### src/rtl/mem_port_arbiter.sv
// mem_port_arbiter
//   Multi-channel byte-serial RAM/IO controller. NUM_CH requesters share one
//   8-bit external memory bus. Each transaction moves 1/2/4/LINE_BYTES bytes
//   at consecutive addresses. Reads are sign- or zero-extended (byte/half).
//   The controller stalls on UART back-pressure and aborts reads on a ROB flush.
//
// Configuration macro:
//   ROUND_ROBIN_EN  defined  -> round-robin grant, starting after the last
//                               granted channel (channel 0 wins first)
//                   undefined -> fixed priority, lowest index wins
//
// Ports:
//   clk_in, rst_in       clock, synchronous active-high reset
//   rdy_in               global enable; low freezes every register
//   rob_clear            flush: cancels reads in flight, never writes
//   req/req_wr/req_size/req_signed/req_addr/req_wdata
//                        per-channel request level and transfer fields
//   done                 one-cycle one-hot completion pulse
//   rdata                read data, valid while done is high
//   busy                 transaction in flight
//   mem_din/mem_dout/mem_a/mem_wr   external byte bus (read data one cycle late)
//   io_buffer_full       UART buffer full, stalls IO-space transfers

module mem_port_arbiter #(
  parameter int NUM_CH     = 2,
  parameter int LINE_BYTES = 16
) (
  input  logic                           clk_in,
  input  logic                           rst_in,
  input  logic                           rdy_in,
  input  logic                           rob_clear,
  input  logic [NUM_CH-1:0]              req,
  input  logic [NUM_CH-1:0]              req_wr,
  input  logic [2*NUM_CH-1:0]            req_size,
  input  logic [NUM_CH-1:0]              req_signed,
  input  logic [32*NUM_CH-1:0]           req_addr,
  input  logic [8*LINE_BYTES*NUM_CH-1:0] req_wdata,
  output logic [NUM_CH-1:0]              done,
  output logic [8*LINE_BYTES-1:0]        rdata,
  output logic                           busy,
  input  logic [7:0]                     mem_din,
  output logic [7:0]                     mem_dout,
  output logic [31:0]                    mem_a,
  output logic                           mem_wr,
  input  logic                           io_buffer_full
);

  localparam int LW    = 8 * LINE_BYTES;
  localparam int IDX_W = $clog2(LINE_BYTES);
  localparam int CH_W  = (NUM_CH > 1) ? $clog2(NUM_CH) : 1;

  typedef enum logic [1:0] {IDLE, XFER, DRAIN} state_t;

  state_t            state_q, state_d;
  logic [IDX_W-1:0]  idx_q, idx_d;
  logic [CH_W-1:0]   ch_q, ch_d;
  logic              wr_q, wr_d;
  logic [1:0]        size_q, size_d;
  logic              sgn_q, sgn_d;
  logic [31:0]       addr_q, addr_d;
  logic [LW-1:0]     wdata_q, wdata_d;
  logic [LW-1:0]     buf_q, buf_d;
  logic              cap_vld_q, cap_vld_d;
  logic [IDX_W-1:0]  cap_idx_q, cap_idx_d;
  logic [NUM_CH-1:0] done_q, done_d;
  logic              busy_q, busy_d;
  logic [LW-1:0]     rdata_q, rdata_d;
`ifdef ROUND_ROBIN_EN
  logic [CH_W-1:0]   ptr_q, ptr_d;
`endif

  logic              stall;
  logic              issue;
  logic [IDX_W-1:0]  last_idx;
  logic [NUM_CH-1:0] elig;
  logic              gnt_vld;
  logic [CH_W-1:0]   gnt_ch;
  logic [LW-1:0]     ext;

  // IO space (addr[17:16]==11) holds the bus idle while the UART is full.
  assign stall = (state_q == XFER) && (addr_q[17:16] == 2'b11) && io_buffer_full;
  assign issue = (state_q == XFER) && !stall;

  assign mem_a    = issue ? (addr_q + 32'(idx_q)) : 32'h0;
  assign mem_wr   = issue && wr_q && rdy_in;
  assign mem_dout = issue ? wdata_q[8*int'(idx_q) +: 8] : 8'h0;

  assign done  = done_q;
  assign busy  = busy_q;
  assign rdata = rdata_q;

  always_comb begin
    case (size_q)
      2'b00:   last_idx = '0;
      2'b01:   last_idx = IDX_W'(1);
      2'b10:   last_idx = IDX_W'(3);
      default: last_idx = IDX_W'(LINE_BYTES - 1);
    endcase
  end

  // A flush in IDLE blocks new reads but still lets writes through.
  always_comb begin
    elig    = req & (req_wr | {NUM_CH{~rob_clear}});
    gnt_vld = 1'b0;
    gnt_ch  = '0;
`ifdef ROUND_ROBIN_EN
    for (int k = 1; k <= NUM_CH; k++) begin
      int c;
      c = (int'(ptr_q) + k) % NUM_CH;
      if (!gnt_vld && elig[c]) begin
        gnt_vld = 1'b1;
        gnt_ch  = CH_W'(c);
      end
    end
`else
    for (int i = NUM_CH - 1; i >= 0; i--) begin
      if (elig[i]) begin
        gnt_vld = 1'b1;
        gnt_ch  = CH_W'(i);
      end
    end
`endif
  end

  always_comb begin
    state_d   = state_q;
    idx_d     = idx_q;
    ch_d      = ch_q;
    wr_d      = wr_q;
    size_d    = size_q;
    sgn_d     = sgn_q;
    addr_d    = addr_q;
    wdata_d   = wdata_q;
    buf_d     = buf_q;
    cap_vld_d = 1'b0;
    cap_idx_d = cap_idx_q;
    done_d    = '0;
    busy_d    = busy_q;
    rdata_d   = rdata_q;
    ext       = '0;
`ifdef ROUND_ROBIN_EN
    ptr_d     = ptr_q;
`endif

    // Read bytes arrive one cycle after their address; a capture issued
    // before a stall or flush still lands.
    if (cap_vld_q) begin
      buf_d[8*int'(cap_idx_q) +: 8] = mem_din;
    end

    case (state_q)
      IDLE: begin
        // The completion cycle is a turnaround: the finishing requester
        // still has req high, so nothing is granted while done is asserted.
        if (gnt_vld && (done_q == '0)) begin
          ch_d    = gnt_ch;
          wr_d    = req_wr[gnt_ch];
          size_d  = req_size[2*int'(gnt_ch) +: 2];
          sgn_d   = req_signed[gnt_ch];
          addr_d  = req_addr[32*int'(gnt_ch) +: 32];
          wdata_d = req_wdata[LW*int'(gnt_ch) +: LW];
          idx_d   = '0;
          busy_d  = 1'b1;
          state_d = XFER;
`ifdef ROUND_ROBIN_EN
          ptr_d   = gnt_ch;
`endif
        end
      end
      XFER: begin
        if (!wr_q && rob_clear) begin
          state_d = IDLE;
          busy_d  = 1'b0;
        end else if (!stall) begin
          if (!wr_q) begin
            cap_vld_d = 1'b1;
            cap_idx_d = idx_q;
          end
          if (idx_q == last_idx) begin
            if (wr_q) begin
              state_d      = IDLE;
              busy_d       = 1'b0;
              done_d[ch_q] = 1'b1;
            end else begin
              state_d = DRAIN;
            end
          end else begin
            idx_d = idx_q + 1'b1;
          end
        end
      end
      DRAIN: begin
        state_d = IDLE;
        busy_d  = 1'b0;
        if (!rob_clear) begin
          case (size_q)
            2'b00:   ext[31:0] = {{24{sgn_q & buf_d[7]}}, buf_d[7:0]};
            2'b01:   ext[31:0] = {{16{sgn_q & buf_d[15]}}, buf_d[15:0]};
            2'b10:   ext[31:0] = buf_d[31:0];
            default: ext       = buf_d;
          endcase
          rdata_d      = ext;
          done_d[ch_q] = 1'b1;
        end
      end
      default: state_d = IDLE;
    endcase
  end

  // All state freezes while rdy_in is low.
  always_ff @(posedge clk_in) begin
    if (rst_in) begin
      state_q   <= IDLE;
      idx_q     <= '0;
      ch_q      <= '0;
      wr_q      <= 1'b0;
      size_q    <= 2'b00;
      sgn_q     <= 1'b0;
      addr_q    <= 32'h0;
      wdata_q   <= '0;
      buf_q     <= '0;
      cap_vld_q <= 1'b0;
      cap_idx_q <= '0;
      done_q    <= '0;
      busy_q    <= 1'b0;
      rdata_q   <= '0;
`ifdef ROUND_ROBIN_EN
      ptr_q     <= CH_W'(NUM_CH - 1);
`endif
    end else if (rdy_in) begin
      state_q   <= state_d;
      idx_q     <= idx_d;
      ch_q      <= ch_d;
      wr_q      <= wr_d;
      size_q    <= size_d;
      sgn_q     <= sgn_d;
      addr_q    <= addr_d;
      wdata_q   <= wdata_d;
      buf_q     <= buf_d;
      cap_vld_q <= cap_vld_d;
      cap_idx_q <= cap_idx_d;
      done_q    <= done_d;
      busy_q    <= busy_d;
      rdata_q   <= rdata_d;
`ifdef ROUND_ROBIN_EN
      ptr_q     <= ptr_d;
`endif
    end
  end

endmodule
### config.mk
export PLATFORM = sky130hd
export DESIGN_NAME = mem_port_arbiter
export DESIGN_NICKNAME = d
export VERILOG_FILES = /design/src/rtl/mem_port_arbiter.sv
export SDC_FILE = /design/constraint.sdc
export NUM_CORES = 1
export LEC_CHECK = 0
export ABC_CLOCK_PERIOD_IN_PS = 7280
export BUFFER_PORTS_ARGS = -buffer_cell sky130_fd_sc_hd__buf_2
export CORE_MARGIN = 2
export CORE_UTILIZATION = 40
export CTS_CLUSTER_DIAMETER = 40
export CTS_CLUSTER_SIZE = 28
export DETAILED_ROUTE_END_ITERATION = 16
export GPL_TIMING_DRIVEN = 0
export PLACE_DENSITY_LB_ADDON = 0.15
export SYNTH_ARGS = -nofsm -noshare
export SYNTH_HDL_FRONTEND = slang
export SYNTH_SLANG_ARGS = --single-unit
### constraint.sdc
create_clock -name clk_in -period 7.28 [get_ports clk_in]
set_clock_uncertainty 0.2 [all_clocks]
set_input_delay 1.092 -clock clk_in [delete_from_list [all_inputs] [get_ports clk_in]]
set_output_delay 1.092 -clock clk_in [all_outputs]
set_load 0.02 [all_outputs]
==> flow_summary_export.csv <==
group,metric,value,unit
run_status,status,"finished, final reports clean",
min_path,hold_class,"register to register",
sta,slew_headroom,7.54,%
worst_setup_path,critPathBufInv,3,
grt,track_usage,28.2,%
job,cap_violations,0,
floorplan,boundaryPins,515,
worst_setup_path,reg2reg_depth,10,
min_path,min_to,"rdata[119]",
worst_setup_path,critPathTopFamily,"buffers and inverters",
floorplan,core-area,51100,sq um
yosys,yosysTopAreaCell,"dfxtp_1",
sta,tns,0,ps
yosys,yosysTopAreaCellShare,42.3,%
floorplan,die_h,231,microns
worst_setup_path,r2r-end,"rdata[29]",
sta,grt_setup_unrepaired,"no",
floorplan,dieArea,53300,sq um
worst_setup_path,r2r_slack,3360,ps
drt,drc,0,
worst_setup_path,timing.rr.start,"cap_idx_q[0]",
grt,grt.overflow.total,0,
yosys,syn_area,20600,sq um
yosys,avgSynthCellArea,9.20,sq um
drt,dr_total_vias,19320,
yosys,syn_inst,2236,
worst_setup_path,worstPathMaxFanout,10,
drt,drtAntennaViolNets,0,
yosys,synth_most_common_cell,"dfxtp_1",
worst_setup_path,crit_type,"register to output port",
drt,dr.pass1.iters,6,
worst_setup_path,startpoint_type,"register",
grt,grt_max_degree,14,
sta,tightest_slew,1380,ps
grt,antenna_found_initial,21,
floorplan,rows,83,
min_path,min_from,"rdata[119]",
clocking,clk_latency,590,ps
sta,hold_viol,0,
sta,drv_slew,0,
grt,grt_pass1_wl,114,mm
yosys,yosys-top-cells-count,"dfxtp_1, mux2i_1, nor2_1, a211oi_1, nand2_1",
power,vdd_drop_max,0.148,mV
yosys,synth-async-reset-ratio,0,%
placed_design,dpl.hpwl,60.6,mm
clocking,path_clk_slew,50,ps
drt,drt_iter0_drc,1250,
yosys,synth.distinct_cells,71,
floorplan,initial_core_util,40.3,%
yosys,synth_flop_cell,"dfxtp_1",
final_layout,drive_above_1_share,26.4,%
final_layout,final_net_count,3175,
worst_setup_path,cpPeakStageDelay,670,ps
clocking,htreeDepth,3,
clocking,clock-sinks,435,
floorplan,die_x,231,microns
sta,setup_viol,0,
sta,fmax,204,MHz
power,powerDensity,248,nW/um^2
placed_design,gp_congestion,0.905,
drt,routedWlPerCell,21.5,microns
placed_design,placedInstanceArea,24000,sq um
yosys,yosys-top-cells-area,"dfxtp_1, mux2i_1, a211oi_1",
yosys,ys.warnings.count,0,
worst_setup_path,path_cells,"clkbuf_1, clkbuf_1, mux4_2, mux4_2, and2_1, buf_2",
yosys,yosysSeqAreaShare,42.3,%
worst_setup_path,crit_slowest_cell,"clkbuf_1",
power,p_leak,10.8,nW
yosys,synth.net_count,2591,
clocking,tritoncts,"yes",
sta,final.period_utilization,67.2,%
clocking,cts_resized,0,
final_layout,nFillCells,4970,
drt,drt-total-wl,76.6,mm
worst_setup_path,cp.required,5990,ps
grt,first_global_vias,19077,
clocking,ctsHoldBuffers,0,
min_path,hold-path-cell-count,2,
sta,hold-worst-slack,242,ps
yosys,ys_ff_latch,435,
clocking,cts_made_buffers,69,
placed_design,place.port_buffers,513,
yosys,synth-edff-count,0,
clocking,clockRootBuffer,"clkbuf_16",
clocking,clk_path_buf_depth,3,
drt,vias_per_cell,5.43,
sta,fin_crit,4890,ps
worst_setup_path,arrival,3600,ps
final_layout,syn_to_final_growth,28.1,%
clocking,post-cts-setup-buffers,0,
worst_setup_path,cp-end-kind,"output port",
final_layout,final_cell_area,26400,sq um
[state kept, by name, summed over array words and instances (netlist names), 2 cells and up]
signal and cells:
buf_q 128, rdata 128, wdata_q 128, addr_q 32
cap_idx_q 4, idx_q 4, done 2, size_q 2
state_q 2
[cells by family after synthesis]
family | share of synthesized area [%]
and+or+nand+nor | 15.2
DFF | 42.3
muxes | 23.4
buffers and inverters | 3.93
AOI/OAI and AO/OA | 13.8
xor gates and xnor gates | 0.547
adders and majority gates | 0.766
[cell usage in the layout (no fill, tap or decap), types with 10 or more instances in the layout]
cell	Yosys	routed
a21oi_1	48	48
mux2_2	15	15
clkinv_2	0	14
nor2_1	370	370
nand2_1	184	184
or3_1	10	10
buf_2	40	553
o21ai_0	124	124
a211oi_2	10	10
mux4_2	40	40
mux2i_1	374	374
nor3_1	41	41
ha_1	11	11
and2_1	13	13
nand3_1	38	38
and3_1	11	11
nand4_1	10	10
clkbuf_16	0	71
dfxtp_1	435	435
a21o_1	11	11
a211oi_1	189	189
inv_1	27	27
clkbuf_1	123	129
[final cells by class]
| cell class | instances | area, sq um | share of cell area (%) |
|---|---|---|---|
| Timing Repair Buffer | 513 | 2570 | 9.74 |
| Clock buffer | 85 | 1910 | 7.24 |
| Inverter | 29 | 109 | 0.413 |
| Multi-Input combinational cell | 1602 | 11100 | 41.9 |
| Tap cell | 680 | 851 | 3.23 |
| Buffer | 170 | 701 | 2.66 |
| Sequential cell | 435 | 8710 | 33.0 |
| Clock inverter | 39 | 439 | 1.67 |
| Antenna cell | 8 | 20.0 | 0.0759 |
[routing by layer]
| metal | vias up | track usage (%) | share of wire, % |
|---|---|---|---|
| met5 | - | 0 | 0.10 |
| met4 | 12 | 9.13 | 3.3 |
| met3 | 174 | 5.53 | 6.3 |
| met2 | 734 | 50.4 | 50 |
| met1 | 9199 | 33.9 | 40 |
| li1 | 9201 | - | - |
[worst max-delay path by stage]
stage / startpoint / end / slack [ps] / depth (start not counted)
after CTS: idx_q[1] / mem_dout[7] / 2360 / 6
after global routing: idx_q[1] / mem_dout[7] / 2210 / 6
after global placement: io_buffer_full / mem_dout[0] / 2820 / 7
after floorplan: idx_q[0] / mem_dout[0] / 3680 / 5
final: idx_q[1] / mem_dout[7] / 2390 / 6
after detailed placement: io_buffer_full / mem_dout[0] / 2830 / 7
[report_power, final]
group / total (mW) / internal, mW / switching (mW)
clock: 3.33 / 2.10 / 1.23
sequential: 2.55 / 2.48 / 0.0720
combinational: 0.661 / 0.268 / 0.393
total: 6.54 / 4.85 / 1.69
[tightest hold or removal path: stages (launching register included)]
cell and delay [ps]:
dfxtp_1 320, nand2_1 40, o21ai_0 50
[through the flow]
stage,setup slack [ps],cells,total power [mW],util [%]
global route,2210,3557,6.78,51.6
finish,2390,3561,6.54,51.6
CTS,2360,3553,6.59,51.6
global placement,2820,3429,3.25,47.0
floorplan,3680,2236,2.97,-
detailed placement,2830,3429,3.26,47.0
Note: power is estimated with default switching activity, not from simulation.
